### config.mk
export PLATFORM = sky130hd
export DESIGN_NAME = ram_access_ctrl
export DESIGN_NICKNAME = d
export VERILOG_FILES = /design/src/rtl/ram_ctrl_pkg.sv /design/src/rtl/sync_edge_det.sv /design/src/rtl/ram_access_ctrl.sv
export SDC_FILE = /design/constraint.sdc
export NUM_CORES = 1
export LEC_CHECK = 0
export BUFFER_PORTS_ARGS = -buffer_cell sky130_fd_sc_hd__buf_2
export CAP_MARGIN = 15
export CORE_MARGIN = 2
export CORE_UTILIZATION = 40
export CTS_BUF_LIST = sky130_fd_sc_hd__clkbuf_8
export DETAILED_ROUTE_END_ITERATION = 7
export PLACE_DENSITY = 0.64
export SLEW_MARGIN = 10
export SYNTH_ARGS = -nofsm -noshare
export SYNTH_HDL_FRONTEND = slang
export SYNTH_SLANG_ARGS = --single-unit
### constraint.sdc
create_clock -name CLOCK_50 -period 3.73 [get_ports CLOCK_50]
set_clock_uncertainty 0.05 [all_clocks]
set_input_delay 0.746 -clock CLOCK_50 [delete_from_list [all_inputs] [get_ports CLOCK_50]]
set_output_delay 0.746 -clock CLOCK_50 [all_outputs]
set_load 0.05 [all_outputs]
### src/rtl/ram_ctrl_pkg.sv
// Shared encodings and default widths for the switch-driven RAM access controller.
//   state_t  : controller FSM states (IDLE/SCAN/FILL), also shown on debug LEDs
//   MODE_*   : decoding of the 2-bit mode switches
package ram_ctrl_pkg;
  localparam int ADDR_W_DEF   = 5;
  localparam int DATA_W_DEF   = 4;
  localparam int SCAN_DIV_DEF = 50_000_000;

  typedef enum logic [1:0] {
    ST_IDLE = 2'b00,
    ST_SCAN = 2'b01,
    ST_FILL = 2'b10
  } state_t;

  // 2'b11 is treated as manual.
  localparam logic [1:0] MODE_MAN  = 2'b00;
  localparam logic [1:0] MODE_SCAN = 2'b01;
  localparam logic [1:0] MODE_FILL = 2'b10;
endpackage

### src/rtl/sync_edge_det.sv
// Two-flop synchronizer followed by a rising-edge detector.
//   clk      in  sampling clock
//   rst      in  async active-high reset
//   i_async  in  raw asynchronous level input
//   o_pulse  out one-cycle pulse on a synchronized 0->1 transition
// All flops reset to 1, so an input held high through reset must first be
// seen low before it can produce a pulse.
module sync_edge_det (
  input  logic clk,
  input  logic rst,
  input  logic i_async,
  output logic o_pulse
);
  logic r_sync1, r_sync2, r_prev;

  always_ff @(posedge clk or posedge rst) begin
    if (rst) begin
      r_sync1 <= 1'b1;
      r_sync2 <= 1'b1;
      r_prev  <= 1'b1;
    end else begin
      r_sync1 <= i_async;
      r_sync2 <= r_sync1;
      r_prev  <= r_sync2;
    end
  end

  assign o_pulse = r_sync2 & ~r_prev;
endmodule

### src/rtl/ram_access_ctrl.sv
// Upstream controller for the single-port switch-driven RAM stage.
// Turns switch/key inputs into registered RAM address/data/write-enable.
//   CLOCK_50  in   system clock
//   reset     in   async active-high reset
//   mode      in   00/11 manual, 01 auto-scan, 10 bulk fill
//   wr_req    in   raw write/start key
//   addr_sw   in   manual address
//   data_sw   in   write data (manual and fill)
//   ram_addr  out  registered RAM address
//   ram_data  out  registered RAM write data
//   ram_wren  out  registered RAM write enable
//   busy      out  high while a fill is running
//   state_o   out  current FSM state
module ram_access_ctrl
  import ram_ctrl_pkg::*;
#(
  parameter int ADDR_W   = ADDR_W_DEF,
  parameter int DATA_W   = DATA_W_DEF,
  parameter int SCAN_DIV = SCAN_DIV_DEF
) (
  input  logic              CLOCK_50,
  input  logic              reset,
  input  logic [1:0]        mode,
  input  logic              wr_req,
  input  logic [ADDR_W-1:0] addr_sw,
  input  logic [DATA_W-1:0] data_sw,
  output logic [ADDR_W-1:0] ram_addr,
  output logic [DATA_W-1:0] ram_data,
  output logic              ram_wren,
  output logic              busy,
  output logic [1:0]        state_o
);
  localparam int PW = (SCAN_DIV > 1) ? $clog2(SCAN_DIV) : 1;
  localparam logic [PW-1:0] PRESC_LAST = PW'(SCAN_DIV - 1);

  state_t            r_state, w_state_nx;
  logic [ADDR_W-1:0] r_addr, w_addr_nx;
  logic [DATA_W-1:0] r_data, w_data_nx;
  logic              r_wren, w_wren_nx;
  logic              r_busy, w_busy_nx;
  logic [PW-1:0]     r_presc, w_presc_nx;
  logic              w_pulse;

  sync_edge_det u_wr_sync (
    .clk     (CLOCK_50),
    .rst     (reset),
    .i_async (wr_req),
    .o_pulse (w_pulse)
  );

  always_ff @(posedge CLOCK_50 or posedge reset) begin
    if (reset) begin
      r_state <= ST_IDLE;
      r_addr  <= '0;
      r_data  <= '0;
      r_wren  <= 1'b0;
      r_busy  <= 1'b0;
      r_presc <= '0;
    end else begin
      r_state <= w_state_nx;
      r_addr  <= w_addr_nx;
      r_data  <= w_data_nx;
      r_wren  <= w_wren_nx;
      r_busy  <= w_busy_nx;
      r_presc <= w_presc_nx;
    end
  end

  always_comb begin
    w_state_nx = r_state;
    w_addr_nx  = r_addr;
    w_data_nx  = r_data;
    w_wren_nx  = 1'b0;
    w_busy_nx  = r_busy;
    w_presc_nx = r_presc;
    case (r_state)
      ST_IDLE: begin
        w_addr_nx  = addr_sw;
        w_data_nx  = data_sw;
        w_presc_nx = '0;
        // Mode selection outranks a coincident key pulse; scan starts
        // from whatever address is currently presented.
        if (mode == MODE_SCAN) begin
          w_state_nx = ST_SCAN;
          w_addr_nx  = r_addr;
        end else if (w_pulse) begin
          w_wren_nx = 1'b1;
          if (mode == MODE_FILL) begin
            // data_sw captured here stays constant for the whole fill
            w_state_nx = ST_FILL;
            w_addr_nx  = '0;
            w_busy_nx  = 1'b1;
          end
        end
      end
      ST_SCAN: begin
        if (mode != MODE_SCAN) begin
          w_state_nx = ST_IDLE;
          w_presc_nx = '0;
        end else if (r_presc == PRESC_LAST) begin
          w_presc_nx = '0;
          w_addr_nx  = r_addr + ADDR_W'(1);
        end else begin
          w_presc_nx = r_presc + PW'(1);
        end
      end
      ST_FILL: begin
        if (r_addr == {ADDR_W{1'b1}}) begin
          w_state_nx = ST_IDLE;
          w_busy_nx  = 1'b0;
        end else begin
          w_addr_nx = r_addr + ADDR_W'(1);
          w_wren_nx = 1'b1;
        end
      end
      default: begin
        w_state_nx = ST_IDLE;
        w_busy_nx  = 1'b0;
        w_presc_nx = '0;
      end
    endcase
  end

  assign ram_addr = r_addr;
  assign ram_data = r_data;
  assign ram_wren = r_wren;
  assign busy     = r_busy;
  assign state_o  = r_state;
endmodule

**Word level (Yosys, flattened, before mapping)**

Index checks and enable logic that the tools add are counted.

- Register bits after elaboration: 42
- Input bits: 14
- Logic and storage cells: 61
- Output and inout bits: 13

- Bitwise operators: 3
- Equality and inequality tests: 17
- Multiplexer cells: 25
- Add/sub/neg operators: 2
- Reduce and logical (&&, ||, !) cells: 5

Operator list:

| cell | count |
|---|---|
| $mux 26 | 2 |
| $pmux 26 s2 | 1 |
| $mux 5 | 6 |
| $add 26x1->26 const B | 1 |
| $eq 26x26->1 const B | 1 |
| $pmux 5 s3 | 1 |
| $ne 2x2->1 const B | 7 |
| $mux 2 | 5 |
| $reduce_and 5->1 | 2 |
| $mux 1 | 7 |
| $pmux 2 s3 | 1 |
| $add 5x1->5 const B | 1 |
| $eq 5x5->1 const B | 1 |
| $eq 2x1->1 const B | 2 |
| $eq 2x2->1 const B | 2 |
| $ne 2x1->1 const B | 2 |
| $reduce_and 4->1 | 1 |
| $ne 3x2->1 const B | 1 |
| $ne 3x3->1 const B | 1 |
| $pmux 1 s3 | 1 |
| $reduce_bool 3->1 | 1 |
| $logic_not 2->1 | 1 |
| $not 1->1 | 2 |
| $pmux 1 s2 | 1 |
| $and 1x1->1 | 1 |

**Longest topological paths before layout**

- Word-level depth: 5
- Mapped depth: 8
- Depth with buffers taken out: 8

**By module**

A second synthesis with hierarchy kept.

- Cell total of the unflattened synthesis: 229
- Area total of the unflattened synthesis: 2245.9 um^2

Modules (own cells, without submodules):

| module | area each (um^2) | cells an instance | times used |
|---|---|---|---|
| ram_access_ctrl | 2149.6 | 224 | 1 |
| sync_edge_det | 96.3 | 5 | 1 |

**Worst setup path after synthesis**

Ideal clock, no wire load.

- Kind: reg-to-reg
- Start point: register r_state[0], in the netlist state_o[0]
- End point: register r_presc[21]
- Setup slack: 1.454 ns
- Path buffers: 0
- Cell stages (with the launch flop): 8
- Clock period less this slack: 2.276 ns
- Arrival time: 2.107 ns
- Setup time: 0.118 ns
- Data required time: 3.562 ns
- Cells stage by stage: dfrtp_1 > inv_1 > ha_1 > nand4b_1 > nor3_2 > nand4_1 > xor2_1 > nor2_1

- Word-level cells in the longest chain between the ends: 2

RTL lines:

| what | RTL line | text |
|---|---|---|
| start, declared | ram_access_ctrl.sv:36 | `state_t r_state, w_state_nx;` |
| start signal, assigned | ram_access_ctrl.sv:60 | `r_state <= w_state_nx;` |
| $eq 2x2->1 / $eq 2x1->1 (equally long branches) | ram_access_ctrl.sv:76 | `case (r_state)` |
| $pmux 26 s2 | ram_access_ctrl.sv:76 |  |
| end signal, assigned | ram_access_ctrl.sv:65 | `r_presc <= w_presc_nx;` |
| end, declared | ram_access_ctrl.sv:41 | `logic [PW-1:0] r_presc, w_presc_nx;` |

Several ways; a longest one is shown, not always the timed one.
A chain may end at the register's enable or synchronous reset.

**Final worst setup path**

Ends and elaborated chain as after synthesis.

==> impl_results.md <==
* Status: finished, final reports clean
* Final slew viol count at 0
* Max-cap violations at 0
* Post-synthesis simple-gate area fraction at 25.0%
* Buf+Inv Stages, Crit Path at 1
* PostCTS Resize Cnt at 0
* Logic pwr share at 46.2%
* Antenna cells at 0
* Drt initial violations at 217
* Synth Register Bits at 42
* Via count at 1714
* GR Util All Layers at 15.6%
* CP peak stage delay at 0.54 ns
* Post-Syn Area at 0.00230 sq mm
* RSZ-0062 raised after global routing: false
* Max frequency at 413 MHz
* Ranking of synthesized cells by area: dfrtp_1 (42%), xor2_1 (6.5%), ha_1 (4.9%), nor2_1 (4.4%), nand2_1 (3.9%)
* CP top delay family: simple AND/OR/NAND/NOR gates
* Commonest cells post-synth: dfrtp_1 (39), nor2_1 (27), nand2_1 (24)
* Yosys warns at 0
* Critical Path Start Type: flip-flop
* Dominant synthesized flop cell: dfrtp_1
* Adder-Cell Fraction of Synth Area at 4.90%
* Fin worst setup slack at 1.31 ns
* CTS Buf Count at 5
* Sequential-to-total area share from yosys stat at 45.9%
* Hold crit path type: flip-flop to flip-flop
* Hold Fails Final Rpt at 0
* Fill cells at 563
* Clock Sink Count at 42
* Critical path required time at 3.87 ns
* Setup TNS at 0 ns
* Largest net degree at the start of global routing at 29
* Crit path max fanout at 15
* Leading area contributor after synthesis: dfrtp_1
* Die Span Y at 79.8 microns
* Cell with the most instances after synthesis: dfrtp_1
* Effective utilization at floorplan at 41.5%
* Sw frac at 43.5%
* Initial antenna violation count at 0
* Pre-CTS setup slack at 1.27 ns
* Setup CP Type: flip-flop to flip-flop
* CP max-delay cell: nor3_2
* Worst slew margin at 47.8%
* Post-Route WL at 4460 microns
* Main combinational cell family by area after synthesis: simple AND/OR/NAND/NOR gates
* Synth top area share at 42.5%
* Reg area at 0.00105 sq mm
* Number of synthesized flops with an enable pin at 0
* Clock Power Share at 19.9%
* Synth Area in XOR/XNOR at 8.00%
* Share of cells above drive strength 1 at 20.9%
* Avg Cell Area, Syn at 10.2 sq um
* Grt ovf at 0
* Asr flop ratio synth at 100%
* First-pass GRT wire length at 7580 microns
* Internal at 992 uW
* Compound-Gate Fraction of Synth Area at 8.93%
* Reg clk slew, reported paths at 0.08 ns
* PortBufs at 26
* CTS Hold Buffers Added at 0
* VDD IR-drop max at 408 uV
* Number of global-route vias before repair at 1647
* Deepest clock path buffer count at 2
* Post-route ant nets at 0
* Via density per instance at 5.26
* Netlist cell types at 45
* Power density over the cells at 675 mW/mm^2
* Final GP Congestion at 0.828
* Psw at 763 uW
* CP cell instances: inv_1 -> ha_1 -> nand4b_1 -> nor3_2 -> nand4_1 -> xor2_1 -> nor2_1
* Reg power frac at 33.9%
* Multi-input gate area at 0.00117 sq mm
* I/O pin count at 27
* Post-synthesis mux area share at 4.19%
* WP data arrival at 2.56 ns
* Leak pwr at 0.00119 uW
* Overall die area at 0.00637 sq mm
* Syn_nets at 248
* CTS tree: built
* Row count at 27
* DP Wirelength at 3230 microns
* Synth-to-Final Area Change at 13.1%
* Fin crit period at 2.42 ns
* Placeable Area at 0.00554 sq mm
* Drt pass-1 iters at 4
* DR WL/cell at 13.7 microns
* Fin nets at 276
* H-tree depth at 2
* CTS root buf: clkbuf_8
* Worst-margin pin slew at 0.775 ns
* Period utilization at 64.9%
* Remaining DRCs at 0
* Syn Inst Count at 225
* Skew-Pair Late Insertion Delay at 0.30 ns
* Crit end category: flip-flop
* Setup violators final at 0
* Setup Fix Bufs, Post-CTS at 0
* Die X at 79.8 microns
state kept, by name, indices dropped and copies added, names as in the netlist:
register,flops
busy,1
r_presc,26
ram_addr,5
ram_data,4
ram_wren,1
state_o,2
u_wr_sync.r_prev,1
u_wr_sync.r_sync1,1
u_wr_sync.r_sync2,1
path summary, 6_finish.rpt:
| kind | from | slack (ns) | to | depth (start not counted) |
|---|---|---|---|---|
| hold reg to reg | u_wr_sync.r_sync1$_DFF_PP1_ | 0.31 | u_wr_sync.r_sync2$_DFF_PP1_ | 0 |
| setup / recovery | state_o[0]$_DFFE_PP0P_ | 1.31 | r_presc[21]$_DFFE_PP0N_ | 7 |
| setup reg to reg | state_o[0]$_DFFE_PP0P_ | 1.31 | r_presc[21]$_DFFE_PP0N_ | 7 |
| min in group asynchronous | reset | 0.43 | ram_data[1]$_DFFE_PP0P_ | 2 |
| hold / removal | u_wr_sync.r_sync1$_DFF_PP1_ | 0.31 | u_wr_sync.r_sync2$_DFF_PP1_ | 0 |
| max in group asynchronous | reset | 2.45 | ram_addr[4]$_DFFE_PP0P_ | 3 |
worst reg2reg max path, stage by stage (launching register included):
cell and delay, ns:
dfrtp_1 0.42, inv_1 0.10, ha_1 0.39, nand4b_1 0.40, nor3_2 0.54, nand4_1 0.20, xor2_1 0.17, nor2_1 0.05
per-stage QoR:
step                      hold WS, ns  cell area [sq um]  power [uW]  instances  utilization (%)
final                           0.309               2600        1750        326             46.9
after global routing            0.317               2600        1870        326             46.9
after CTS                       0.310               2600        1770        326             46.9
after detailed placement        0.299               2490        1420        318             45.0
after global placement          0.298               2490        1400        318             45.0
after floorplan                 0.295               2300        1250        225                -
layout by cell type (no fill, tap or decap), drive strengths merged, types with 4 or more instances in the layout:
cell / instances
dfrtp: 39
buf: 28
nor2: 27
nand2: 24
xor2: 17
o21ai: 12
inv: 10
nand4: 10
ha: 9
and3: 8
mux2: 7
nand3: 6
clkbuf: 5
nand2b: 5
nor4: 5
xnor2: 4
nor3: 4
power groups by stage:
stage               Clock [uW]  Sequential [uW]  Combinational [uW]
floorplan                    0              832                 422
finish                     350              594                 811
global route               373              608                 889
detailed placement           0              601                 816
CTS                        355              595                 817
global placement             0              600                 802
cell type report:
| type | instances | share of cell area (%) |
|---|---|---|
| multi-input cells | 168 | 45.1 |
| flip-flops and latches | 42 | 40.6 |
| well taps | 72 | 3.46 |
| clock buffers | 5 | 2.65 |
| clock inverters | 3 | 1.44 |
| repair buffers | 28 | 5.58 |
| inverters | 8 | 1.15 |
layer usage:
layer	vias to the layer above	GRT usage, %	wire length, microns
met3	8	3.28	165
li1	844	-	-
met2	39	24.2	2060
met5	-	0	0
met4	0	7.80	93
met1	823	20.5	2140
cells by family (layout without fill, tap and decap cells):
logic type,after synthesis,count (layout)
multiplexers,8,8
flip-flops,42,42
buffers and inverters,15,44
adder cells (fa/ha/maj),9,9
AND/OR/NAND/NOR,102,102
XOR/XNOR,21,21
AO/OA/AOI/OAI,28,28
(Power assumes the default switching activity.)
